$ cat src/rtl/dmem_mmio.sv
// Data-side memory responder: word RAM plus an MMIO page with output FIFO, status and cycle counter.
// Define DMEM_TIMER_EN to build the free-running cycle counter; otherwise CYCLE reads 0.
`timescale 1ns/1ps
module dmem_mmio #(
    parameter int unsigned WORDS      = 64,
    parameter int unsigned FIFO_DEPTH = 4
) (
    input  logic        clk,
    input  logic        rst_n,
    input  logic [31:0] addr,
    input  logic [31:0] wdata,
    input  logic        mem_write,
    output logic [31:0] rdata,
    output logic [31:0] out_data,
    output logic        out_valid,
    input  logic        out_ready,
    output logic        overflow
);
    localparam int unsigned AW = $clog2(WORDS);
    localparam int unsigned PW = $clog2(FIFO_DEPTH);
    localparam int unsigned CW = $clog2(FIFO_DEPTH + 1);

    localparam logic [5:0] OFF_OUT    = 6'h00;
    localparam logic [5:0] OFF_STATUS = 6'h01;
    localparam logic [5:0] OFF_CYCLE  = 6'h02;

    logic          is_mmio;
    logic [5:0]    off;
    logic [AW-1:0] ram_idx;
    logic          unused_addr_lsb;

    // Byte lanes are not supported, so the two LSBs never take part in decode.
    assign is_mmio         = (addr[31:8] == 24'hFFFFFF);
    assign off             = addr[7:2];
    assign ram_idx         = addr[AW+1:2];
    assign unused_addr_lsb = ^addr[1:0];

    logic [31:0] ram_q [WORDS];

    always_ff @(posedge clk) begin
        if (mem_write && !is_mmio) begin
            ram_q[ram_idx] <= wdata;
        end
    end

    logic [31:0]   fifo_q [FIFO_DEPTH];
    logic [PW-1:0] rd_ptr_q, rd_ptr_d;
    logic [PW-1:0] wr_ptr_q, wr_ptr_d;
    logic [CW-1:0] count_q, count_d;
    logic          overflow_q, overflow_d;
    logic          full, empty, pop, push_req, push_ok, drop, clr_ovf;

    assign full     = (count_q == CW'(FIFO_DEPTH));
    assign empty    = (count_q == '0);
    assign pop      = !empty && out_ready;
    assign push_req = mem_write && is_mmio && (off == OFF_OUT);
    // A pop in the same cycle frees the slot, so a full FIFO still accepts the push.
    assign push_ok  = push_req && (!full || pop);
    assign drop     = push_req && full && !pop;
    assign clr_ovf  = mem_write && is_mmio && (off == OFF_STATUS) && wdata[2];

    always_comb begin
        rd_ptr_d   = rd_ptr_q;
        wr_ptr_d   = wr_ptr_q;
        count_d    = count_q;
        overflow_d = overflow_q;
        if (pop) begin
            rd_ptr_d = rd_ptr_q + PW'(1);
        end
        if (push_ok) begin
            wr_ptr_d = wr_ptr_q + PW'(1);
        end
        if (push_ok && !pop) begin
            count_d = count_q + CW'(1);
        end else if (pop && !push_ok) begin
            count_d = count_q - CW'(1);
        end
        if (drop) begin
            overflow_d = 1'b1;
        end else if (clr_ovf) begin
            overflow_d = 1'b0;
        end
    end

    always_ff @(posedge clk or negedge rst_n) begin
        if (!rst_n) begin
            rd_ptr_q   <= '0;
            wr_ptr_q   <= '0;
            count_q    <= '0;
            overflow_q <= 1'b0;
            for (int i = 0; i < int'(FIFO_DEPTH); i++) begin
                fifo_q[i] <= '0;
            end
        end else begin
            rd_ptr_q   <= rd_ptr_d;
            wr_ptr_q   <= wr_ptr_d;
            count_q    <= count_d;
            overflow_q <= overflow_d;
            if (push_ok) begin
                fifo_q[wr_ptr_q] <= wdata;
            end
        end
    end

    assign out_data  = fifo_q[rd_ptr_q];
    assign out_valid = !empty;
    assign overflow  = overflow_q;

    logic [31:0] cycle_val;

`ifdef DMEM_TIMER_EN
    logic [31:0] cycle_q, cycle_d;

    // A software write takes precedence over the increment.
    always_comb begin
        cycle_d = cycle_q + 32'd1;
        if (mem_write && is_mmio && (off == OFF_CYCLE)) begin
            cycle_d = wdata;
        end
    end

    always_ff @(posedge clk or negedge rst_n) begin
        if (!rst_n) begin
            cycle_q <= '0;
        end else begin
            cycle_q <= cycle_d;
        end
    end

    assign cycle_val = cycle_q;
`else
    assign cycle_val = '0;
`endif

    always_comb begin
        rdata = '0;
        if (!is_mmio) begin
            rdata = ram_q[ram_idx];
        end else begin
            case (off)
                OFF_STATUS: rdata = {29'b0, overflow_q, full, empty};
                OFF_CYCLE:  rdata = cycle_val;
                default:    rdata = '0;
            endcase
        end
    end

endmodule

$ cat config.mk
export PLATFORM = sky130hd
export DESIGN_NAME = dmem_mmio
export DESIGN_NICKNAME = d
export VERILOG_FILES = /design/src/rtl/dmem_mmio.sv
export SDC_FILE = /design/constraint.sdc
export NUM_CORES = 2
export LEC_CHECK = 0
export ABC_CLOCK_PERIOD_IN_PS = 2700
export BUFFER_PORTS_ARGS = -buffer_cell sky130_fd_sc_hd__buf_2
export CAP_MARGIN = 5
export CORE_MARGIN = 1
export CORE_UTILIZATION = 50
export DETAILED_ROUTE_END_ITERATION = 6
export PLACE_DENSITY = 0.62
export SYNTH_ARGS = -nofsm -noshare
export SYNTH_HDL_FRONTEND = slang
export SYNTH_SLANG_ARGS = --single-unit
$ cat constraint.sdc
create_clock -name clk -period 2.7 [get_ports clk]
set_input_delay 0.135 -clock clk [delete_from_list [all_inputs] [get_ports clk]]
set_output_delay 0.135 -clock clk [all_outputs]
set_load 0.03 [all_outputs]
[Word level (Yosys, flattened, before mapping)]
Memory sizes are Yosys's and may differ from the RTL's.
Cells that the tools add are included.
Word-level totals
  register bits: 136
  bits in latches: 0
  RAM bits: 2048
  ROM bits: 0
  input bits: 68
  output and inout port bits: 66
  logic and storage cells: 57
  memories kept: 1
Memories
  ram_q: depth 64, bits a word 32, read ports 1, clocked after memory_dff 0, write ports 1, line 38  | logic [31:0] ram_q [WORDS];
Cells by class
  add/sub/neg operators: 4
  multiply operators: 0
  div/mod/pow operators: 0
  magnitude comparators: 3
  equality and inequality tests: 3
  shifts and indexed selects: 0
  multiplexer cells: 14
  bitwise logic cells: 2
  reduce and logical (&&, ||, !) cells: 22
Operator list (count)
  $bwmux W128: 1
  $mux W32: 4
  $bmux W32 S2: 1
  $demux W32 S2: 1
  $eq A24 B24 Y1 const B: 1
  $logic_and A1 B1 Y1: 12
  $mux W3: 3
  $eq A6 B1 Y1 const B: 1
  $ge A3 B3 Y1 const B: 2
  $logic_not A6 Y1: 1
  $not A2 Y3: 2
  $logic_not A1 Y1: 5
  $add A2 B1 Y2 const B: 2
  $mux W1: 4
  $reduce_bool A2 Y1: 2
  $add A3 B1 Y3 const B: 1
  $eq A3 B3 Y1 const B: 1
  $logic_not A3 Y1: 1
  $lt A3 B1 Y1 const B: 1
  $sub A3 B1 Y3 const B: 1
  $logic_or A1 B1 Y1: 1

[Logic depth before layout (Yosys ltp)]
  depth in word-level cells: 9
  mapped depth: 11
  gate-level depth less buffers: 9

[Least setup slack after synthesis]
OpenSTA, ideal clock, no wires.
  kind: in2reg
  from: in addr[2]
  to: mem ram_q[45][0], enable pin
  library setup time: 0.501 ns
  arrival: 4.611 ns
  setup slack: -2.413 ns
  stages: 6
  path buffers: 4
  cells stage by stage: clkbuf_1 > buf_2 > buf_2 > buf_1 > nand2b_1 > nor4_1
RTL lines
  start: declaration: line 10  | input logic [31:0] addr,
  end: declaration: line 38
Straight into the memory's write port.

[Worst setup path in the final report]
  from: mem ram_q[28][19]
  to: out rdata[19]
Between the ends
  word-level cells in the longest chain between the ends: 2
Ends and longest elaborated chain
  $mem_v2 Z64 W32
  $mux W32: line 137  | if (!is_mmio) begin
  end: declaration: line 13  | output logic [31:0] rdata,
Every way passes these cells.

==> metrics.txt <==
# TYPE chip_impl_metric gauge
chip_impl_metric{name="crit_arrival",unit="ps"} 3020
chip_impl_metric{name="numCtsBuffers",unit=""} 215
chip_impl_metric{name="period_share",unit=""} 1.17
chip_impl_metric{name="synth_cells",unit=""} 3795
chip_impl_metric{name="wl",unit="mm"} 228
chip_impl_metric{name="drc",unit=""} 0
chip_impl_metric{name="ctsHtreeMaxLevel",unit=""} 4
chip_impl_metric{name="postCtsSetupRepairBufs",unit=""} 0
chip_impl_metric{name="comb_power_share",unit=""} 0.066
chip_impl_metric{name="synth.top_cell.area_share",unit=""} 0.728
chip_impl_metric{name="worst_path_clk_slew",unit="ps"} 60
chip_impl_info{name="status",value="finished with violations"} 1
chip_impl_metric{name="transition_time_at_the_pin_with_the_least_slew_margin",unit="ps"} 1140
chip_impl_info{name="yosysTopAreaCell",value="sky130_fd_sc_hd__edfxtp_1"} 1
chip_impl_metric{name="first_global_vias",unit=""} 43500
chip_impl_info{name="violations",value="negative setup slack"} 1
chip_impl_info{name="synth_flop_cell",value="sky130_fd_sc_hd__edfxtp_1"} 1
chip_impl_metric{name="ir_drop",unit="mV"} 0.677
chip_impl_metric{name="final_std_cells_w_o_fill",unit=""} 6879
chip_impl_metric{name="post-place-cells",unit=""} 6461
chip_impl_metric{name="detailed_route_vias_per_instance",unit=""} 6.18
chip_impl_metric{name="syn_avg_cell_area",unit="sq um"} 22.3
chip_impl_metric{name="synth-seq-cells",unit=""} 2184
chip_impl_metric{name="netlist-cell-type-count",unit=""} 47
chip_impl_info{name="post_synth_most_frequent_cells",value="sky130_fd_sc_hd__edfxtp_1 (2048), sky130_fd_sc_hd__mux4_2 (502), sky130_fd_sc_hd__mux2i_1 (183)"} 1
chip_impl_metric{name="grt_pass1_wl",unit="mm"} 321
chip_impl_metric{name="r2r_setup_slack",unit="ps"} 380
chip_impl_metric{name="globalRouteOverflowTotal",unit=""} 0
chip_impl_info{name="worstSetupStartpointType",value="flop"} 1
chip_impl_metric{name="power_density",unit="mW/mm^2"} 693
chip_impl_metric{name="top_level_ports",unit=""} 134
chip_impl_info{name="critical_path.endpoint_type",value="output pin"} 1
chip_impl_metric{name="floorplan.initialDensity",unit=""} 0.505
chip_impl_metric{name="synth-edff-count",unit=""} 2048
chip_impl_metric{name="synth.cell_area",unit="sq mm"} 0.0845
chip_impl_metric{name="p_sw_frac",unit=""} 0.217
chip_impl_metric{name="dr.first_iter.drc_count",unit=""} 5020
chip_impl_info{name="clk_root_buffer_cell",value="sky130_fd_sc_hd__clkbuf_16"} 1
chip_impl_metric{name="synthArstFlopShare",unit=""} 0.0623
chip_impl_info{name="cts_tree",value="yes"} 1
chip_impl_metric{name="postSynthNetCount",unit=""} 3869
chip_impl_metric{name="synth-seq-area-share",unit=""} 0.768
chip_impl_metric{name="worstSkewPairLatency",unit="ps"} 840
chip_impl_metric{name="numPortBuffers",unit=""} 131
chip_impl_metric{name="firstDrtPassIters",unit=""} 5
chip_impl_metric{name="gr-usage-all-layers",unit=""} 0.271
chip_impl_info{name="setup_repair_after_global_routing_missed_its_margin",value="true"} 1
chip_impl_metric{name="cell_internal_pwr",unit="mW"} 55.4
chip_impl_metric{name="layout-drive-gt1-share",unit=""} 0.399
chip_impl_metric{name="skew",unit="ps"} 14.8
chip_impl_info{name="criticalPathCategory",value="reg2out"} 1
chip_impl_metric{name="drv_cap",unit=""} 0
chip_impl_metric{name="largest_net_degree_at_the_start_of_global_routing",unit=""} 69
chip_impl_metric{name="maxClockFrequency",unit="GHz"} 0.317
chip_impl_info{name="min-delay-path-class",value="in2reg"} 1
chip_impl_metric{name="cp_data_required_time",unit="ps"} 2570
chip_impl_metric{name="ys_warn_count",unit=""} 0
chip_impl_metric{name="postRouteAntennaNets",unit=""} 0
chip_impl_metric{name="die-height",unit="microns"} 413
chip_impl_metric{name="placeableCoreArea",unit="sq mm"} 0.167
chip_impl_metric{name="setup_viol",unit=""} 32
chip_impl_metric{name="slew-limit-headroom",unit=""} 0.243
chip_impl_metric{name="row_count",unit=""} 150
chip_impl_metric{name="finalNetCount",unit=""} 4571
chip_impl_metric{name="power.clock.fraction",unit=""} 0.407
chip_impl_metric{name="hold_viol_final",unit=""} 0
chip_impl_metric{name="share_seq_of_total_power",unit=""} 0.527
chip_impl_metric{name="critical_path.max_fanout",unit=""} 1
chip_impl_metric{name="die_area",unit="sq mm"} 0.171
chip_impl_metric{name="antenna_found_initial",unit=""} 11
chip_impl_metric{name="clk_path_buf_depth",unit=""} 3
chip_impl_metric{name="wl_per_cell",unit="microns"} 33.2
chip_impl_metric{name="dp.final_hpwl",unit="mm"} 143
chip_impl_metric{name="power.leakage",unit="nW"} 34.2
chip_impl_metric{name="cts.sinks",unit=""} 2184
chip_impl_info{name="synthTopCellsByArea",value="sky130_fd_sc_hd__edfxtp_1 (73%), sky130_fd_sc_hd__mux4_2 (13%), sky130_fd_sc_hd__dfrtp_1 (4.0%)"} 1
chip_impl_metric{name="power.net_switching",unit="mW"} 15.3
chip_impl_metric{name="period_minus_slack",unit="ps"} 3150
chip_impl_metric{name="report.final.slew_viol_count",unit=""} 0
chip_impl_metric{name="die_w",unit="microns"} 413
chip_impl_metric{name="layout_setup_ws",unit="ps"} -450
chip_impl_metric{name="flow.area_growth_from_synthesis",unit="%"} 20.8
chip_impl_info{name="cell_with_the_most_instances_after_synthesis",value="sky130_fd_sc_hd__edfxtp_1"} 1
chip_impl_metric{name="gp_routability_congestion",unit=""} 0.861
chip_impl_metric{name="vias",unit=""} 42500
chip_impl_metric{name="place_ws",unit="ps"} -627
## state kept, by name, indices dropped and copies added, names as in the netlist
signal	cells
ram_q	2048
rd_ptr_q	2
fifo_q	128
wr_ptr_q	2
overflow	1
count_q	3
## final timing paths
kind                               end  cells past startpoint          start
min in group asynchronous   fifo_q[10]                      4          rst_n
setup / recovery             rdata[19]                      6  ram_q[28][19]
hold reg to reg             fifo_q[60]                      1     fifo_q[60]
max in group asynchronous  rd_ptr_q[0]                      4          rst_n
hold / removal             ram_q[5][8]                      1       wdata[8]
setup reg to reg            count_q[2]                      9     count_q[1]
## cell usage in the layout (no fill, tap or decap), types with 58 or more instances in the layout
| master | count |
|---|---|
| sky130_fd_sc_hd__mux4_2 | 502 |
| sky130_fd_sc_hd__buf_2 | 94 |
| sky130_fd_sc_hd__nor2_4 | 63 |
| sky130_fd_sc_hd__mux2i_1 | 173 |
| sky130_fd_sc_hd__edfxtp_1 | 2048 |
| sky130_fd_sc_hd__o22ai_1 | 63 |
| sky130_fd_sc_hd__clkbuf_1 | 58 |
| sky130_fd_sc_hd__buf_4 | 356 |
| sky130_fd_sc_hd__dfrtp_1 | 135 |
| sky130_fd_sc_hd__buf_12 | 178 |
| sky130_fd_sc_hd__mux2_2 | 159 |
| sky130_fd_sc_hd__clkbuf_16 | 217 |
## area by class of cell
cell class,count,area [sq um]
flip-flops and latches,2184,64900
well taps,2204,2760
diodes,4,10.0
inverters,5,18.8
fillers,11700,65300
clock buffers,283,5750
clock inverters,108,1000
repair buffers,710,7620
multi-input cells,1381,20000
## power by group through the flow
stage          clock [mW]  combinational, mW  sequential [mW]
3_5_place_dp            0               4.29             38.0
5_1_grt              30.5               4.89             37.3
2_1_floorplan           0               1.90             38.0
3_3_place_gp            0               4.25             38.0
4_1_cts              29.2               4.66             37.3
6_report             28.8               4.68             37.3
## through the flow
| stage | area, sq um | power [mW] | utilization | hold WS [ps] | setup TNS (ps) |
|---|---|---|---|---|---|
| after global placement | 93900 | 42.2 | 0.561 | 106 | -9220 |
| after detailed placement | 93900 | 42.3 | 0.561 | 102 | -10700 |
| final | 102000 | 70.8 | 0.610 | 64.5 | -7720 |
| after global routing | 102000 | 72.7 | 0.610 | 35.5 | -10180 |
| after CTS | 102000 | 71.2 | 0.609 | 9.76 | -9490 |
| after floorplan | 84900 | 39.9 | - | -161 | -343770 |
## worst max-delay path, stage by stage (launching register included)
cell	delay [ps]
sky130_fd_sc_hd__edfxtp_1	380
sky130_fd_sc_hd__mux4_2	480
sky130_fd_sc_hd__mux4_2	580
sky130_fd_sc_hd__a21oi_4	310
sky130_fd_sc_hd__buf_6	190
sky130_fd_sc_hd__o22ai_4	80
sky130_fd_sc_hd__buf_6	150
## cells by family after synthesis
logic type      synth area share
buf+inv                   0.0119
xor+xnor                0.000622
flops                      0.768
fa+ha+maj               0.000977
simple gates              0.0133
mux                        0.184
compound gates            0.0211
## repair_timing
action / in CTS / in global routing
setup endpoints to repair: 32 / 32
gates cloned: 0 / 0
endpoints found under the hold margin: 775 / 0
gates resized for setup: 228 / 39
pin swaps: 62 / 19
hold buffers: 32 / 0
## metal layers
metal	GRT usage	part of all wire	up-vias
li1	-	-	17500
met2	0.440	0.49	1821
met3	0.0582	0.082	367
met5	0	0.00020	-
met4	0.0952	0.035	6
met1	0.366	0.39	22900
Note: power is estimated with default switching activity, not from simulation.
